## src/rtl/gerenciador_nos_ativos.sv

```systemverilog
// Allocation controller for the active-node cell array: routes each request to the
// cell already holding its address (update) or to the lowest-index free cell (activate).
module gerenciador_nos_ativos #(
  parameter int NUM_SLOTS       = 8,
  parameter int SLOT_WIDTH      = 3,
  parameter int ADDR_WIDTH      = 5,
  parameter int DISTANCIA_WIDTH = 5
) (
  input  logic                            clk,
  input  logic                            rst_n,
  input  logic                            flush_in,
  input  logic                            req_valid_in,
  output logic                            req_ready_out,
  input  logic [ADDR_WIDTH-1:0]           req_endereco_in,
  input  logic [DISTANCIA_WIDTH-1:0]      req_distancia_in,
  input  logic [ADDR_WIDTH-1:0]           req_anterior_in,
  input  logic [NUM_SLOTS-1:0]            slot_ativo_in,
  input  logic [NUM_SLOTS*ADDR_WIDTH-1:0] slot_endereco_in,
  output logic [NUM_SLOTS-1:0]            slot_habilitar_out,
  output logic                            slot_atualizar_out,
  output logic [ADDR_WIDTH-1:0]           slot_endereco_out,
  output logic [DISTANCIA_WIDTH-1:0]      slot_distancia_out,
  output logic [ADDR_WIDTH-1:0]           slot_anterior_out,
  output logic                            hit_out,
  output logic                            full_out,
  output logic [SLOT_WIDTH:0]             num_ativos_out
);

  typedef enum logic [1:0] {
    IDLE   = 2'd0,
    LOOKUP = 2'd1,
    ISSUE  = 2'd2,
    FULL   = 2'd3
  } estado_t;

  estado_t                      r_estado;
  logic                         r_ready;
  logic [NUM_SLOTS-1:0]         r_habilitar;
  logic                         r_atualizar;
  logic [ADDR_WIDTH-1:0]        r_endereco;
  logic [DISTANCIA_WIDTH-1:0]   r_distancia;
  logic [ADDR_WIDTH-1:0]        r_anterior;
  logic                         r_hit;
  logic                         r_full;
  logic [SLOT_WIDTH:0]          r_num_ativos;
  logic [NUM_SLOTS-1:0]         r_hit_vec;
  logic [NUM_SLOTS-1:0]         r_free_vec;

  logic [NUM_SLOTS-1:0]         w_hit_vec;
  logic [NUM_SLOTS-1:0]         w_free_vec;
  logic [NUM_SLOTS-1:0]         w_hit_onehot;
  logic [NUM_SLOTS-1:0]         w_free_onehot;

  // Isolates the lowest set bit (two's-complement trick)
  function automatic logic [NUM_SLOTS-1:0] menor_bit(input logic [NUM_SLOTS-1:0] v);
    menor_bit = v & (~v + {{(NUM_SLOTS-1){1'b0}}, 1'b1});
  endfunction

  function automatic logic [SLOT_WIDTH:0] contar_ativos(input logic [NUM_SLOTS-1:0] v);
    logic [SLOT_WIDTH:0] c;
    c = {(SLOT_WIDTH+1){1'b0}};
    for (int i = 0; i < NUM_SLOTS; i++) begin
      c = c + {{SLOT_WIDTH{1'b0}}, v[i]};
    end
    contar_ativos = c;
  endfunction

  // Address match of every active cell against the captured request
  always_comb begin
    w_hit_vec = {NUM_SLOTS{1'b0}};
    for (int i = 0; i < NUM_SLOTS; i++) begin
      w_hit_vec[i] = slot_ativo_in[i] &&
                     (slot_endereco_in[i*ADDR_WIDTH +: ADDR_WIDTH] == r_endereco);
    end
  end

  assign w_free_vec    = ~slot_ativo_in;
  assign w_hit_onehot  = menor_bit(w_hit_vec);
  assign w_free_onehot = menor_bit(w_free_vec);

  // Request FSM; cell-facing outputs are loaded at the end of LOOKUP so they are live during ISSUE
  always_ff @(posedge clk or negedge rst_n) begin
    if (!rst_n) begin
      r_estado    <= IDLE;
      r_ready     <= 1'b1;
      r_habilitar <= {NUM_SLOTS{1'b0}};
      r_atualizar <= 1'b0;
      r_endereco  <= {ADDR_WIDTH{1'b1}};
      r_distancia <= {DISTANCIA_WIDTH{1'b1}};
      r_anterior  <= {ADDR_WIDTH{1'b1}};
      r_hit       <= 1'b0;
      r_full      <= 1'b0;
      r_hit_vec   <= {NUM_SLOTS{1'b0}};
      r_free_vec  <= {NUM_SLOTS{1'b0}};
    end else if (flush_in) begin
      r_estado    <= IDLE;
      r_ready     <= 1'b1;
      r_habilitar <= {NUM_SLOTS{1'b0}};
      r_atualizar <= 1'b0;
      r_full      <= 1'b0;
    end else begin
      case (r_estado)
        IDLE: begin
          r_habilitar <= {NUM_SLOTS{1'b0}};
          r_atualizar <= 1'b0;
          if (req_valid_in && r_ready) begin
            r_endereco  <= req_endereco_in;
            r_distancia <= req_distancia_in;
            r_anterior  <= req_anterior_in;
            r_ready     <= 1'b0;
            r_estado    <= LOOKUP;
          end
        end
        LOOKUP: begin
          r_hit_vec  <= w_hit_vec;
          r_free_vec <= w_free_vec;
          if (|w_hit_vec) begin
            r_habilitar <= w_hit_onehot;
            r_atualizar <= 1'b1;
            r_hit       <= 1'b1;
          end else if (|w_free_vec) begin
            r_habilitar <= w_free_onehot;
            r_atualizar <= 1'b1;
            r_hit       <= 1'b0;
          end else begin
            r_habilitar <= {NUM_SLOTS{1'b0}};
            r_atualizar <= 1'b0;
            r_hit       <= 1'b0;
            r_full      <= 1'b1;
          end
          r_estado <= ISSUE;
        end
        ISSUE: begin
          r_habilitar <= {NUM_SLOTS{1'b0}};
          r_atualizar <= 1'b0;
          if ((|r_hit_vec) || (|r_free_vec)) begin
            r_ready  <= 1'b1;
            r_estado <= IDLE;
          end else begin
            r_estado <= FULL;
          end
        end
        FULL: begin
          r_habilitar <= {NUM_SLOTS{1'b0}};
          r_atualizar <= 1'b0;
          if (|w_free_vec) begin
            r_full   <= 1'b0;
            r_estado <= LOOKUP;
          end
        end
        default: begin
          r_estado    <= IDLE;
          r_ready     <= 1'b1;
          r_habilitar <= {NUM_SLOTS{1'b0}};
          r_atualizar <= 1'b0;
          r_full      <= 1'b0;
        end
      endcase
    end
  end

  // Occupancy count, free-running and unaffected by flush
  always_ff @(posedge clk or negedge rst_n) begin
    if (!rst_n) begin
      r_num_ativos <= {(SLOT_WIDTH+1){1'b0}};
    end else begin
      r_num_ativos <= contar_ativos(slot_ativo_in);
    end
  end

  assign req_ready_out      = r_ready;
  assign slot_habilitar_out = r_habilitar;
  assign slot_atualizar_out = r_atualizar;
  assign slot_endereco_out  = r_endereco;
  assign slot_distancia_out = r_distancia;
  assign slot_anterior_out  = r_anterior;
  assign hit_out            = r_hit;
  assign full_out           = r_full;
  assign num_ativos_out     = r_num_ativos;

endmodule

```

## config.mk

```make
export PLATFORM = sky130hd
export DESIGN_NAME = gerenciador_nos_ativos
export DESIGN_NICKNAME = d
export VERILOG_FILES = /design/src/rtl/gerenciador_nos_ativos.sv
export SDC_FILE = /design/constraint.sdc
export NUM_CORES = 1
export LEC_CHECK = 0
export CORE_UTILIZATION = 55
export CTS_CLUSTER_DIAMETER = 40
export DETAILED_ROUTE_END_ITERATION = 7
export DONT_BUFFER_PORTS = 1
export PLACE_DENSITY = 0.71
export SLEW_MARGIN = 25
export SYNTH_ARGS = -nofsm -noshare
export SYNTH_HDL_FRONTEND = slang
export SYNTH_SLANG_ARGS = --single-unit
```

## constraint.sdc

```tcl
create_clock -name clk -period 1.9 [get_ports clk]
set_input_delay 0.285 -clock clk [delete_from_list [all_inputs] [get_ports clk]]
set_output_delay 0.285 -clock clk [all_outputs]
set_load 0.005 [all_outputs]
```

**Word level (Yosys, flattened, before mapping)**

Index checks and enable logic that the tools add are counted.
W data, S select, Z words.

- Register bits: 49
- Bits in latches: 0
- Memory bits (writable): 0
- ROM bits: 0
- Bits of input ports: 67
- Output and inout bits: 31
- Logic and storage cells: 89
- Memories: 0

- Add/subtract/negate cells: 9
- Multipliers: 0
- Divide/modulo/power cells: 0
- $lt $le $gt $ge: 0
- Eq/ne operators: 16
- Shifts and indexed selects: 0
- Muxes and demuxes: 23
- Bitwise logic cells: 6
- Reduce and logical (&&, ||, !) cells: 23

Operators with widths:

| kind | number |
|---|---|
| $eq A5 B5 Y1 | 8 |
| $reduce_or A8 Y1 | 4 |
| $mux W8 | 3 |
| $not A8 Y8 | 3 |
| $add A4 B1 Y4 | 4 |
| $add A8 B1 Y8 const B | 2 |
| $and A8 B8 Y8 | 2 |
| $pmux W8 S2 | 1 |
| $ne A3 B3 Y1 const B | 5 |
| $mux W1 | 11 |
| $logic_and A1 B1 Y1 | 9 |
| $mux W2 | 4 |
| $pmux W2 S4 | 1 |
| $pmux W1 S2 | 3 |
| $reduce_and A3 Y1 | 2 |
| $reduce_bool A3 Y1 | 2 |
| $add A3 B1 Y4 | 1 |
| $eq A2 B2 Y1 const B | 2 |
| $reduce_and A2 Y1 | 2 |
| $reduce_and A4 Y1 | 1 |
| $add A2 B1 Y3 | 1 |
| $reduce_or A3 Y1 | 1 |
| $add A1 B1 Y2 | 1 |
| $eq A2 B1 Y1 const B | 1 |
| other kinds (3) | 3 |

**Logic depth before layout (Yosys ltp)**

Gate-level depths: netlist (run 1).

- Depth in word-level cells: 8
- Mapped depth: 9
- Gate-level depth less buffers: 9

**Least setup slack after synthesis (run 1)**

OpenSTA, ideal clock, no wires.

- Kind: in2reg
- Start: in slot_ativo_in[0]
- End: reg r_num_ativos[2] (netlist: num_ativos_out[2])
- Setup time: 0.123 ns
- Arrival time: 2.442 ns
- Required time: 1.777 ns
- Slack: -0.664 ns
- Cell stages on the path: 9
- Path buffers: 0
- Cells stage by stage: inv_1 fa_1 fa_1 fa_1 inv_1 ha_1 inv_1 fa_1 xnor2_1

- Longest elaborated chain between the ends: 7

RTL lines:

| element | line | RTL |
|---|---|---|
| start, declared | 17 | `input logic [NUM_SLOTS-1:0] slot_ativo_in,` |
| $add A1 B1 Y2 | 63 | `c = c + {{SLOT_WIDTH{1'b0}}, v[i]};` |
| $add A2 B1 Y3 | 63 |  |
| $add A3 B1 Y4 | 63 |  |
| $add A4 B1 Y4 (4 in a row) | 63 |  |
| end signal, assigned | 165 | `r_num_ativos <= {(SLOT_WIDTH+1){1'b0}};` |
| end signal, assigned | 167 | `r_num_ativos <= contar_ativos(slot_ativo_in);` |
| end, declared | 45 | `logic [SLOT_WIDTH:0] r_num_ativos;` |

No other way between the ends.
A chain may end at the register's enable or synchronous reset.

**Final worst setup path (run 1)**

Ends and elaborated chain as after synthesis.

==> flow_metrics.tcl, run 1 <==
set metrics [dict create \
    finalHoldViolations 0 \
    cp-endpoint "num_ativos_out[2]$_DFF_PN0_" \
    drcViolationCount 0 \
    num_vias 2109 \
    r2r_end "slot_habilitar_out[3]$_DFF_PN0_" \
    cts_tree "done" \
    cp.arrival_ns 2.49 \
    mostFrequentLayoutCell "buf_4" \
    path_buf_inv 3 \
    fp.dieArea_mm2 0.00525 \
    path_cells "inv_8 -> fa_1 -> fa_1 -> fa_1 -> inv_2 -> ha_4 -> inv_2 -> fa_1 -> xnor2_1" \
    syn_inst 257 \
    hpwl_um 4830 \
    cts.path.max_buffers 2 \
    status "finished, violations left" \
    grt_setup_unrepaired "true" \
    grt_pass1_vias 2173 \
    path_depth 9 \
    die_h_um 72.5 \
    clk_latency_ns 0.31 \
    nFillCells 314 \
    synth_ff_type "dfrtp_1" \
    vdd_drop_max_uv 977 \
    worstSetupEndpointType "flip-flop" \
    die_w_um 72.5 \
    crit_top_cell "fa_1" \
    synthArstFlopShare_pct 100 \
    layout_common_cells "buf_4 (38), dfrtp_1 (33), nand2_1 (23)" \
    antennaDiodeCount 0 \
    synth_edf_count 0 \
    synth_seq_cells 49 \
    finalSetupViolations 14 \
    antenna_found_initial 0 \
    synth_area_mm2 0.00273 \
    viasPerCell 5.62 \
    max_cap_violations 0 \
    synth_nets 337 \
    holdPathStages 1 \
    timing.fmax_ghz 0.437 \
    grt_max_degree 50 \
    syn_avg_cell_area_um2 10.6 \
    cts.sinks 49 \
    wire_per_inst_um 18.9 \
    drive_gt1_share_pct 46.1 \
    violations "setup timing" \
    rr_worst_depth 7 \
    required_ns 2.10 \
    grtUsageTotal_pct 26.3 \
    dp_worst_setup_slack_ns -0.719 \
    crit_slowest_cell "fa_1" \
    gp_congestion 0.922 \
    synth_cell_types 38 \
    htree_levels 2 \
    fin_cells 375 \
    max_stage_delay_ns 0.55 \
    dp_cells 350 \
    power.leakage_nw 1.64 \
    final_core_util_pct 77.1 \
    max_slew_margin_pct 75.9 \
    period_share_pct 120 \
    wl_um 7100 \
    startpoint_type "primary input" \
    cts.clk_slew.worst_paths_ns 0.09 \
    period_minus_slack_ns 2.29 \
    layout_setup_ws_ns -0.387 \
    firstDrtPassIters 4 \
    tightest_slew_ns 0.359 \
    grt_pass1_wl_um 10300 \
    ioPinCount 98 \
    r2r_start "slot_endereco_out[3]$_DFFE_PN1P_" \
    root_buffer "clkbuf_8" \
    reg2reg_slack_ns -0.18 \
    numCtsBuffers 5 \
    coreArea_mm2 0.00475 \
    skew_ns 0.00910 \
    startpoint "slot_ativo_in[0]" \
    portBuffers 0 \
    yosysWarningCount 0 \
    crit_fanout 8 \
    drt-initial-drc-count 82 \
    area_growth_pct 34.1 \
    grt.overflow.total 0 \
    drv_slew 0 \
    detail-route-antenna-nets 0 \
    rows 25 \
    hold_path.class "in2reg" \
    finalNetCount 387 \
    hold_slack_ns 0.0213 \
    power_density_mw_per_mm2 1260 \
    critPathKind "in2reg" \
    path_delay_family "adder cells" \
    ys_seq_area_share_pct 45.6 \
    initial_core_util_pct 57.5 \
]
[synthesized netlist by cell type (2+ instances only)]
cell type	number	area (µm²)
or4_1	3	22.5
nor4_1	9	56.3
a211oi_1	2	15.0
and3_1	3	18.8
nand3_1	15	75.1
or4b_1	2	20.0
xor2_1	32	280
a21o_1	2	15.0
xnor2_1	9	78.8
nand2b_1	2	12.5
fa_1	4	80.1
nor2b_1	2	12.5
o21ai_0	16	80.1
dfrtp_1	33	826
a21oi_1	6	30.0
mux2_2	15	169
dfstp_2	16	420
nand2_1	24	90.1
buf_6	5	56.3
ha_1	9	113
nor2_1	6	22.5
inv_1	20	75.1
nor3_1	2	10.0
clkbuf_1	4	15.0
nand4_1	3	18.8
[flip-flops by register name, indices dropped and copies added, names as in the netlist]
signal	flops
slot_atualizar_out	1
slot_distancia_out	5
r_free_vec	8
slot_anterior_out	5
hit_out	1
full_out	1
r_hit_vec	8
req_ready_out	1
slot_habilitar_out	8
num_ativos_out	4
r_estado	2
slot_endereco_out	5
[cells by family after synthesis]
logic type	Yosys count	share of synthesized area [%]
simple gates	75	14.7
flops	49	45.6
xor+xnor	41	13.1
compound gates	34	7.60
buf+inv	29	5.36
mux	16	6.55
fa+ha+maj	13	7.05
[through the flow]
stage	total power, W	TNS [ns]	cell area, µm²
detailed placement	0.00330	-3.43	3070
floorplan	0.00275	-1.80	2750
finish	0.00463	-2.09	3660
global placement	0.00325	-3.15	3070
CTS	0.00415	-1.53	3350
global route	0.00487	-3.55	3660
[how the worst min path moves through the flow]
stage	start	slack, ns	to
3_3_place_gp	rst_n	-0.009	r_hit_vec[1]$_DFFE_PN0P_
2_1_floorplan	rst_n	-0.01	full_out$_DFFE_PN0P_
5_1_grt	flush_in	0.01	r_estado[0]$_DFFE_PN0P_
4_1_cts	flush_in	0.02	r_estado[0]$_DFFE_PN0P_
3_5_place_dp	rst_n	-0.009	r_hit_vec[1]$_DFFE_PN0P_
6_report	flush_in	0.02	r_estado[0]$_DFFE_PN0P_
[final cells by class]
| cell class | instances | area, µm² | share of cell area [%] |
|---|---|---|---|
| Sequential cell | 49 | 1250 | 34.0 |
| Timing Repair Buffer | 52 | 493 | 13.5 |
| Inverter | 20 | 82.6 | 2.25 |
| Tap cell | 67 | 83.8 | 2.29 |
| Multi-Input combinational cell | 179 | 1670 | 45.6 |
| Clock inverter | 2 | 15.0 | 0.410 |
| Clock buffer | 6 | 72.6 | 1.98 |
[layer usage]
layer | global-route usage, % | share of wire, %
met4 | 7.84 | 2.6
met2 | 47.2 | 51
met1 | 31.7 | 38
met5 | 0 | 0
met3 | 5.56 | 7.9
[report_power, final]
| group | internal, W | switching, W |
|---|---|---|
| registers | 0.00148 | 0.000319 |
| logic | 0.00119 | 0.00101 |
| clock network | 0.000260 | 0.000368 |
[timing repair]
action / 4_1_cts / 5_1_grt
hold buffers: 2 / 0
pin swaps: 11 / 30
endpoints found under the hold margin: 49 / 0
setup buffers: 7 / 10
resized for setup: 22 / 44
endpoints found under the setup margin: 17 / 19
Power figures use the tool's default switching activity.
==> inputs of run 2 (changes only) <==
Settings changed: HOLD_SLACK_MARGIN set to 0.12, PLACE_DENSITY 0.71 to 0.68.
Clock period 1.9 ns to 2.5 ns, I/O delays scaled along.
==> flow_metrics.tcl, run 2 (synthesis gave the netlist of run 1 again) <==
set metrics [dict create \
    status "complete, no violations" \
    final_core_util_pct 62.4 \
    mostFrequentLayoutCell "dfrtp_1" \
    grtUsageTotal_pct 24.3 \
    finalHoldViolations 0 \
    viasPerCell 5.59 \
    fin_cells 329 \
    antennaDiodeCount 0 \
    skew_ns 0.0132 \
    max_stage_delay_ns 0.55 \
    area_growth_pct 8.65 \
    finalSetupViolations 0 \
    power_w 0.00289 \
    power_density_mw_per_mm2 973 \
    power.leakage_nw 1.36 \
    initial_core_util_pct 57.5 \
    path_delay_family "adder cells" \
    cts.clk_slew.worst_paths_ns 0.09 \
    layout_common_cells "dfrtp_1 (33), xor2_1 (32), nand2_1 (24)" \
    startpoint "slot_ativo_in[0]" \
    max_cap_violations 0 \
    ioPinCount 98 \
    num_vias 1840 \
    critPathKind "in2reg" \
    finalNetCount 341 \
    drt-initial-drc-count 156 \
    cp.arrival_ns 2.60 \
    required_ns 2.69 \
    startpoint_type "primary input" \
    hold_start "flush_in" \
    clk_latency_ns 0.31 \
    coreArea_mm2 0.00475 \
    grt_max_degree 50 \
    fp.dieArea_mm2 0.00525 \
    grt.overflow.total 0 \
    grt_pass1_vias 1887 \
    r2r_start "slot_endereco_out[1]$_DFFE_PN1P_" \
    worstSetupEndpointType "flip-flop" \
    grt_setup_unrepaired "false" \
    grt_pass1_wl_um 9490 \
    drcViolationCount 0 \
    dp_cells 318 \
    timing.fmax_ghz 0.414 \
    wire_per_inst_um 18.0 \
    antenna_found_initial 0 \
    drive_gt1_share_pct 19.1 \
    vdd_drop_max_uv 575 \
    portBuffers 0 \
    cts_tree "done" \
    fin_area_mm2 0.00297 \
    placed_area_mm2 0.00278 \
    crit_top_cell "fa_1" \
    gp_congestion 0.961 \
    numCtsBuffers 5 \
    wl_um 5910 \
    period_share_pct 96.6 \
    cts.path.max_buffers 2 \
    path_buf_inv 3 \
    htree_levels 2 \
    die_w_um 72.5 \
    die_h_um 72.5 \
    detail-route-antenna-nets 0 \
    root_buffer "clkbuf_8" \
    nFillCells 432 \
    cts.sinks 49 \
    post_cts_buffers 0 \
    tns_ns 0 \
    drv_slew 0 \
    hold_path.class "in2reg" \
    max_slew_margin_pct 47.8 \
    tightest_slew_ns 0.781 \
    rows 25 \
    hpwl_um 4490 \
    crit_fanout 8 \
    period_minus_slack_ns 2.41 \
    crit_slowest_cell "fa_1" \
    path_cells "inv_8 -> fa_1 -> fa_1 -> fa_1 -> inv_1 -> ha_4 -> inv_2 -> fa_1 -> xnor2_1" \
    firstDrtPassIters 4 \
]
==> run 2: path summary, 6_finish.rpt <==
kind,to,slack [ns],depth (start not counted)
worst max register to register,slot_habilitar_out[6]$_DFF_PN0_,0.26,6
worst min-delay path,r_estado[0]$_DFFE_PN0P_,0.13,1
worst max-delay path,num_ativos_out[2]$_DFF_PN0_,0.09,9
worst min register to register,r_hit_vec[0]$_DFFE_PN0P_,0.48,1
min in group asynchronous,slot_habilitar_out[3]$_DFF_PN0_,0.57,2
max in group asynchronous,slot_anterior_out[0]$_DFFE_PN1P_,1.64,2
==> run 2: layout make-up <==
type | instances | area [µm²] | share of cell area (%)
Multi-Input combinational cell | 179 | 1350 | 45.6
Sequential cell | 49 | 1250 | 42.0
Tap cell | 67 | 83.8 | 2.82
Inverter | 20 | 82.6 | 2.78
Timing Repair Buffer | 6 | 70.1 | 2.36
Clock buffer | 5 | 68.8 | 2.32
Clock inverter | 3 | 65.1 | 2.19
==> run 2: layer usage <==
metal  wire length, µm  vias to the layer above  global-route usage [%]
li1                  -                      882                       -
met1              2520                      872                    32.1
met2              2840                       78                    39.1
met3               449                        8                    6.81
met4                97                        0                    7.63
met5                 0                        -                       0
==> run 2: power by group <==
| group | total, W | internal (W) | leakage [nW] | switching, W |
|---|---|---|---|---|
| logic | 0.000771 | 0.000404 | 0.688 | 0.000367 |
| clock network | 0.000666 | 0.000397 | 0.0681 | 0.000268 |
| registers | 0.00145 | 0.00113 | 0.607 | 0.000322 |
| total | 0.00289 | 0.00193 | 1.36 | 0.000957 |
==> run 2: through the flow <==
step	setup WS (ns)	hold slack, ns
final	0.0852	0.130
after global routing	0.00167	0.120
after CTS	0.0767	0.121
after detailed placement	-0.233	0.0807
after global placement	-0.212	0.0809
after floorplan	-0.142	0.0794
==> run 2: worst register-to-register path, delay by kind of cell, from the launching register on <==
kind	cells	cell delay, ns
flops	1	0.73
simple gates	5	1.26
xor+xnor	1	0.13
==> run 2: what timing repair did <==
action | 4_1_cts | 5_1_grt
setup endpoints to repair | 0 | 2
endpoints found under the hold margin | 49 | 1
resized for setup | 0 | 1
hold buffers | 2 | 1
